### config.mk
export PLATFORM = sky130hd
export DESIGN_NAME = note_player
export DESIGN_NICKNAME = d
export VERILOG_FILES = /design/src/rtl/note_player.sv
export SDC_FILE = /design/constraint.sdc
export NUM_CORES = 1
export LEC_CHECK = 0
export ABC_AREA = 1
export CAP_MARGIN = 20
export CORE_ASPECT_RATIO = 1.1
export CORE_MARGIN = 1.5
export CORE_UTILIZATION = 30
export DETAILED_ROUTE_END_ITERATION = 6
export GPL_ROUTABILITY_DRIVEN = 0
export SETUP_SLACK_MARGIN = 0.2
export SKIP_CTS_REPAIR_TIMING = 1
export SYNTH_ARGS = -nofsm -noshare
export SYNTH_HDL_FRONTEND = slang
export SYNTH_SLANG_ARGS = --single-unit
### constraint.sdc
create_clock -name clk -period 1.7 [get_ports clk]
set_clock_uncertainty 0.15 [all_clocks]
set_input_delay 0.34 -clock clk [delete_from_list [all_inputs] [get_ports clk]]
set_output_delay 0.34 -clock clk [all_outputs]
set_load 0.1 [all_outputs]
### src/rtl/note_player.sv
// note_player: sequences one note at a time, counting beats and muxing sine-reader
// samples or silence onto the output sample stream.
module note_player (
   input  logic        clk,
   input  logic        reset,
   input  logic        play_enable,
   input  logic [5:0]  note,
   input  logic [5:0]  duration,
   input  logic        load_new_note,
   input  logic        beat,
   input  logic        generate_next_sample,
   output logic [5:0]  rom_addr,
   input  logic [19:0] rom_step,
   output logic [19:0] step_size,
   output logic        sine_generate_next,
   input  logic        sine_sample_ready,
   input  logic [15:0] sine_sample,
   output logic [15:0] sample_out,
   output logic        new_sample_ready,
   output logic        done_with_note
);
   localparam logic IDLE = 1'b0;
   localparam logic PLAYING = 1'b1;
   logic       state;
   logic [5:0] note_reg;
   logic [5:0] beats_left;
   logic       audible;
   logic       beat_ok;
   logic       zero_req;
   logic       sine_take;
   assign rom_addr = note;
   assign audible = (state == PLAYING) && (note_reg != 6'd0);
   assign sine_generate_next = !reset && generate_next_sample && play_enable && audible;
   assign beat_ok = (state == PLAYING) && play_enable && beat && !load_new_note;
   // Silence is answered locally whenever the sine reader would not be asked.
   assign zero_req = generate_next_sample && !(audible && play_enable);
   assign sine_take = sine_sample_ready && audible;
   always_ff @(posedge clk) begin
      if (reset) begin
         state <= IDLE;
         note_reg <= 6'd0;
         beats_left <= 6'd0;
         step_size <= 20'd0;
         sample_out <= 16'd0;
         new_sample_ready <= 1'b0;
         done_with_note <= 1'b0;
      end else begin
         done_with_note <= 1'b0;
         new_sample_ready <= zero_req || sine_take;
         if (zero_req) sample_out <= 16'd0;
         else if (sine_take) sample_out <= sine_sample;
         if (load_new_note) begin
            note_reg <= note;
            beats_left <= duration;
            step_size <= rom_step;
            state <= (duration != 6'd0) ? PLAYING : IDLE;
            done_with_note <= (duration == 6'd0);
         end else if (beat_ok) begin
            beats_left <= beats_left - 6'd1;
            if (beats_left == 6'd1) begin
               state <= IDLE;
               done_with_note <= 1'b1;
            end
         end
      end
   end
endmodule

==> results of run 1 <==
==> worst min-delay path: cells and delay by family <==
kind	cells	cell delay, ns
buffers and inverters	1	0.16
AND/OR/NAND/NOR	2	0.15
==> through the flow <==
stage / worst slack, ns / cells / hold slack, ns / setup TNS (ns)
2_1_floorplan: -0.02410 / 295 / 0.3038 / -0.02410
3_3_place_gp: -0.04891 / 467 / 0.3223 / -0.04891
3_5_place_dp: -0.06824 / 467 / 0.3261 / -0.09972
4_1_cts: -0.07449 / 475 / 0.3502 / -0.07449
5_1_grt: -0.05267 / 476 / 0.2536 / -0.05267
6_report: 0.01258 / 476 / 0.2319 / 0
==> cell families after synthesis <==
logic type / Yosys count / share of synthesized area
compound gates: 53 / 0.1241
xor+xnor: 1 / 0.004024
fa+ha+maj: 2 / 0.01149
buf+inv: 50 / 0.1299
flops: 51 / 0.4690
simple gates: 138 / 0.2615
==> area by class of cell <==
class,count,share of cell area
Sequential cell,51,0.2702
Clock buffer,6,0.02172
Timing Repair Buffer,109,0.4080
Clock inverter,2,0.004278
Tap cell,85,0.02797
Multi-Input combinational cell,194,0.2379
Inverter,29,0.02994
==> routing by layer <==
metal / vias up / track usage / share of wire
li1: 1098 / - / -
met1: 939 / 0.1878 / 0.47
met2: 76 / 0.2340 / 0.44
met3: 2 / 0.05704 / 0.090
met4: 0 / 0.04508 / 0.0051
met5: - / 0 / 0
==> worst max path at each step <==
stage | endpoint
floorplan | sine_generate_next
global placement | sine_generate_next
detailed placement | sine_generate_next
CTS | sine_generate_next
global route | sine_generate_next
finish | sine_generate_next
==> layout by cell type (no fill, tap or decap), types with 3 or more instances in the layout <==
cell type / n
buf_4: 9
clkbuf_8: 6
o21ai_0: 25
dfxtp_2: 5
nor2_2: 3
dlymetal6s2s_1: 9
a31oi_1: 4
nand2_1: 41
nor2_1: 76
clkdlybuf4s50_1: 45
nand3_1: 8
dfxtp_1: 46
buf_12: 46
inv_1: 26
o21ai_1: 19
a21oi_1: 5
==> report_power, final <==
group          switching, uW  total, uW  internal [uW]  leakage, uW
clock                    413        747            333    0.0000474
sequential              64.3       1330           1260     0.000422
combinational            611       1020            407      0.00122
==> flow_summary.ini, run 1 <==
[place]
place_hpwl_microns = 4165
io_buffer_count = 99
postPlaceCellArea_sq_mm = 0.003651

[global_route]
grt_pass1_wl_microns = 9363
gr-usage-all-layers = 0.1484
grt_max_degree = 34
grt_pass1_vias = 2028
gr-total-overflow = 0
antenna_found_initial = 0

[critical_path]
cp_top_family = simple AND/OR/NAND/NOR gates
slowest_stage = dfxtp_2
rrSetupSlack_ns = 0.32
crit_cells = 5
critPathCaptureType = primary output
rr_startpoint = note_reg[0]$_SDFFE_PP0P_
path_buf_inv = 1
crit_start = note_reg[3]$_SDFFE_PP0P_
required_ns = 1.21
crit_type = reg2out
cp_cell_sequence = nor2_2, nand3_2, nand3_2, nor2_4, buf_12
crit_path_frequent_cell = nand3_2
arrival_ns = 1.20
critPathLaunchType = flip-flop
rr_worst_depth = 7
cp_slowest_stage_delay_ns = 0.35
crit_fanout = 2
timing.rr.end = sample_out[9]$_SDFFE_PP0P_

[clocking]
cts_made_buffers = 5
clock-root-buffer = clkbuf_8
htreeDepth = 2
cts_buffer_depth = 2
cts_tree = yes
cts.clk_slew.worst_paths_ns = 0.10
cts_sinks = 51
clkLatencyLatePin_ns = 0.30

[synthesis]
synth_fp_nets = 352
yosysSeqAreaShare = 0.4690
yosys-top-cells-count = 80 x nor2_1, 51 x dfxtp_1, 42 x nand2_1, 26 x inv_1, 25 x o21ai_0
synth_most_common_cell = nor2_1
netlist_area_sq_mm = 0.002177
synthesis.instances = 295
synth_top_area_frac = 0.4690
async_flop_share = 0
yosysWarnings = 0
avgSynthCellArea_sq_um = 7.380
synth_edf_count = 0
synth.area.top_cells = dfxtp_1 47%, nor2_1 14%, nand2_1 7.2%, o21ai_0 5.7%, inv_1 4.5%
synth_ff_type = dfxtp_1
ys_seq_elements = 51
yosysUniqueCellTypes = 25
synth_top_area_cell = dfxtp_1

[power_and_ir_drop]
p_leak_uw = 0.001688
ir_drop_mv = 0.5092
finalPower_uw = 3093
p_per_area_mw_per_mm2 = 813.5

[sta]
finalHoldViolCount = 0
rsz0062_at_grt = true
report.final.slew_viol_count = 0
period_share = 0.9926
worstMarginPinSlew_ns = 0.2399
maxSlewHeadroom = 0.8394
max_freq_ghz = 0.5926
finalSetupViolCount = 0
period_minus_slack_ns = 1.687

[cells_and_area]
num-fill-cells = 629
utilization = 0.5427
seq_area_sq_mm = 0.001027
largestRegisters = step_size (20), sample_out (16)
fin_area_sq_mm = 0.003802
largest_register_ffs = 20
regMostFlops = step_size
fin_nets = 447
multi_input_area_sq_um = 904.6
area_delta_synth_final_pct = 74.66
drive_above_1_share = 0.2072
num_antenna_cells = 0

[worst_hold_path]
hold_depth = 3
min_to = note_reg[5]$_SDFFE_PP0P_
hold_path.class = in2reg
hp-start = note[5]

[floorplanning]
die-area_sq_mm = 0.007778
core-area_sq_mm = 0.007007
die_width_microns = 84.23
num_rows = 32
ios = 100
start_util = 0.3107
die_h_microns = 92.35

[drt]
vias = 2115
drt_pass1_iterations = 4
wl_per_cell_microns = 11.99
first_iter_violations = 64
drt_wl_total_microns = 5709
viasPerCell = 4.443
drc = 0
drtAntennaViolNets = 0

[outcome]
status = completed

[job]
maxCapViolCount = 0
No activity file was read; power rests on OpenSTA's default activity.
==> run 2, diff against run 1 <==
--- a/config.mk
+++ b/config.mk
@@ -10,6 +10,7 @@
 export CORE_ASPECT_RATIO = 1.1
 export CORE_MARGIN = 1.5
 export CORE_UTILIZATION = 30
+export CTS_BUF_LIST = sky130_fd_sc_hd__clkbuf_16
 export DETAILED_ROUTE_END_ITERATION = 6
 export GPL_ROUTABILITY_DRIVEN = 0
 export SETUP_SLACK_MARGIN = 0.2
==> flow_summary.ini, run 2 (synthesis results as in run 1) <==
[outcome]
status = completed

[floorplanning]
die_h_microns = 92.35
die_width_microns = 84.23
start_util = 0.3107
die-area_sq_mm = 0.007778
num_rows = 32
core-area_sq_mm = 0.007007
ios = 100

[sta]
finalSetupViolCount = 0
maxSlewHeadroom = 0.8388
period_minus_slack_ns = 1.656
rsz0062_at_grt = true
timing.hold.ws_ns = 0.2528
fin_ws_ns = 0.04389
worstMarginPinSlew_ns = 0.2409
max_freq_ghz = 0.6038
report.final.slew_viol_count = 0
finalHoldViolCount = 0
period_share = 0.9742

[cells_and_area]
area_delta_synth_final_pct = 76.84
largest_register_ffs = 20
final_cell_mix = 76 x nor2_1, 46 x buf_12, 45 x dfxtp_1, 45 x clkdlybuf4s50_1, 41 x nand2_1
regMostFlops = step_size
drive_above_1_share = 0.2072
num_antenna_cells = 0
largestRegisters = step_size (20), sample_out (16)
final_common_cell = nor2_1
fin_nets = 447

[global_route]
grt_max_degree = 34
antenna_found_initial = 0
grt_pass1_vias = 2024
grt_pass1_wl_microns = 9384
gr-usage-all-layers = 0.1490
gr-total-overflow = 0

[power_and_ir_drop]
switching_share = 0.3337
p_per_area_mw_per_mm2 = 863.5
p_comb_frac = 0.306
seq_power_share = 0.400
ir_drop_mv = 0.5036
p_int_uw = 2215
switchingPower_uw = 1109
p_leak_uw = 0.001708
p_clk_frac = 0.294

[clocking]
cts_tree = yes
cts_made_buffers = 5
cts.clk_slew.worst_paths_ns = 0.07
clock-root-buffer = clkbuf_16
cts_sinks = 51
htreeDepth = 2
cts_buffer_depth = 2
clkLatencyLatePin_ns = 0.28

[critical_path]
critPathCaptureType = primary output
required_ns = 1.21
arrival_ns = 1.17
rrSetupSlack_ns = 0.33
crit_type = reg2out
crit_fanout = 2
critPathLaunchType = flip-flop

[drt]
vias = 2120
first_iter_violations = 71
wl_met3_microns = 498
drc = 0
drt_pass1_iterations = 4
drt-met1-wl_microns = 2658
wl_met2_microns = 2506
wl_per_cell_microns = 11.99
top_layer = met4
drtAntennaViolNets = 0
viasPerCell = 4.454
drt_wl_total_microns = 5706

[place]
place_hpwl_microns = 4165
io_buffer_count = 99
pre_cts_slack_ns = -0.06824

[worst_hold_path]
hold_path.class = in2reg

[job]
maxCapViolCount = 0
run 2: cell types whose count changed in the layout (fill, tap and decap cells not counted):
cell       change
dfxtp_1        -1
clkinv_1       +1
clkbuf_8       -6
clkbuf_16      +5
dfxtp_2        +1
run 2: critical path, stage by stage (launching register included):
cell and delay (ns):
dfxtp_2 0.34, nor2_2 0.04, nand3_2 0.09, nand3_2 0.11
nor2_4 0.12, buf_12 0.18
run 2: layout make-up:
class                   count  area (sq um)
flip-flops and latches     51          1028
well taps                  85         106.4
fillers                   623          3157
inverters                  29         113.9
repair buffers            109          1551
clock inverters             3         20.02
clock buffers               5         125.1
multi-input cells         194         904.6
run 2: final timing paths:
check / from / end / cells after the start
worst max-delay path: note_reg[3]$_SDFFE_PP0P_ / sine_generate_next / 5
worst min-delay path: note[5] / note_reg[5]$_SDFFE_PP0P_ / 3
worst max register to register: note_reg[0]$_SDFFE_PP0P_ / sample_out[9]$_SDFFE_PP0P_ / 7
worst min register to register: note_reg[1]$_SDFFE_PP0P_ / note_reg[1]$_SDFFE_PP0P_ / 2
run 2: layer usage:
layer | up-vias | global-route usage
met5 | - | 0
met2 | 73 | 0.2320
met4 | 0 | 0.04508
met3 | 4 | 0.05704
met1 | 944 | 0.1911
li1 | 1099 | -
run 2: power groups by stage:
| stage | sequential, uW | clock [uW] | combinational, uW |
|---|---|---|---|
| floorplan | 1660 | 0 | 288 |
| global placement | 1350 | 0 | 1010 |
| detailed placement | 1350 | 0 | 1010 |
| CTS | 1330 | 1020 | 1020 |
| global route | 1340 | 1060 | 1080 |
| finish | 1330 | 976 | 1020 |
run 2: through the flow:
stage          utilization  setup TNS, ns  cells  total power (uW)  cell area (sq um)
2_1_floorplan            -       -0.02410    295              1951               2203
4_1_cts             0.5418       -0.07449    475              3363               3796
6_report            0.5495              0    476              3324               3850
3_3_place_gp        0.5211       -0.04891    467              2359               3651
3_5_place_dp        0.5211       -0.09972    467              2367               3651
5_1_grt             0.5495       -0.01513    476              3470               3850
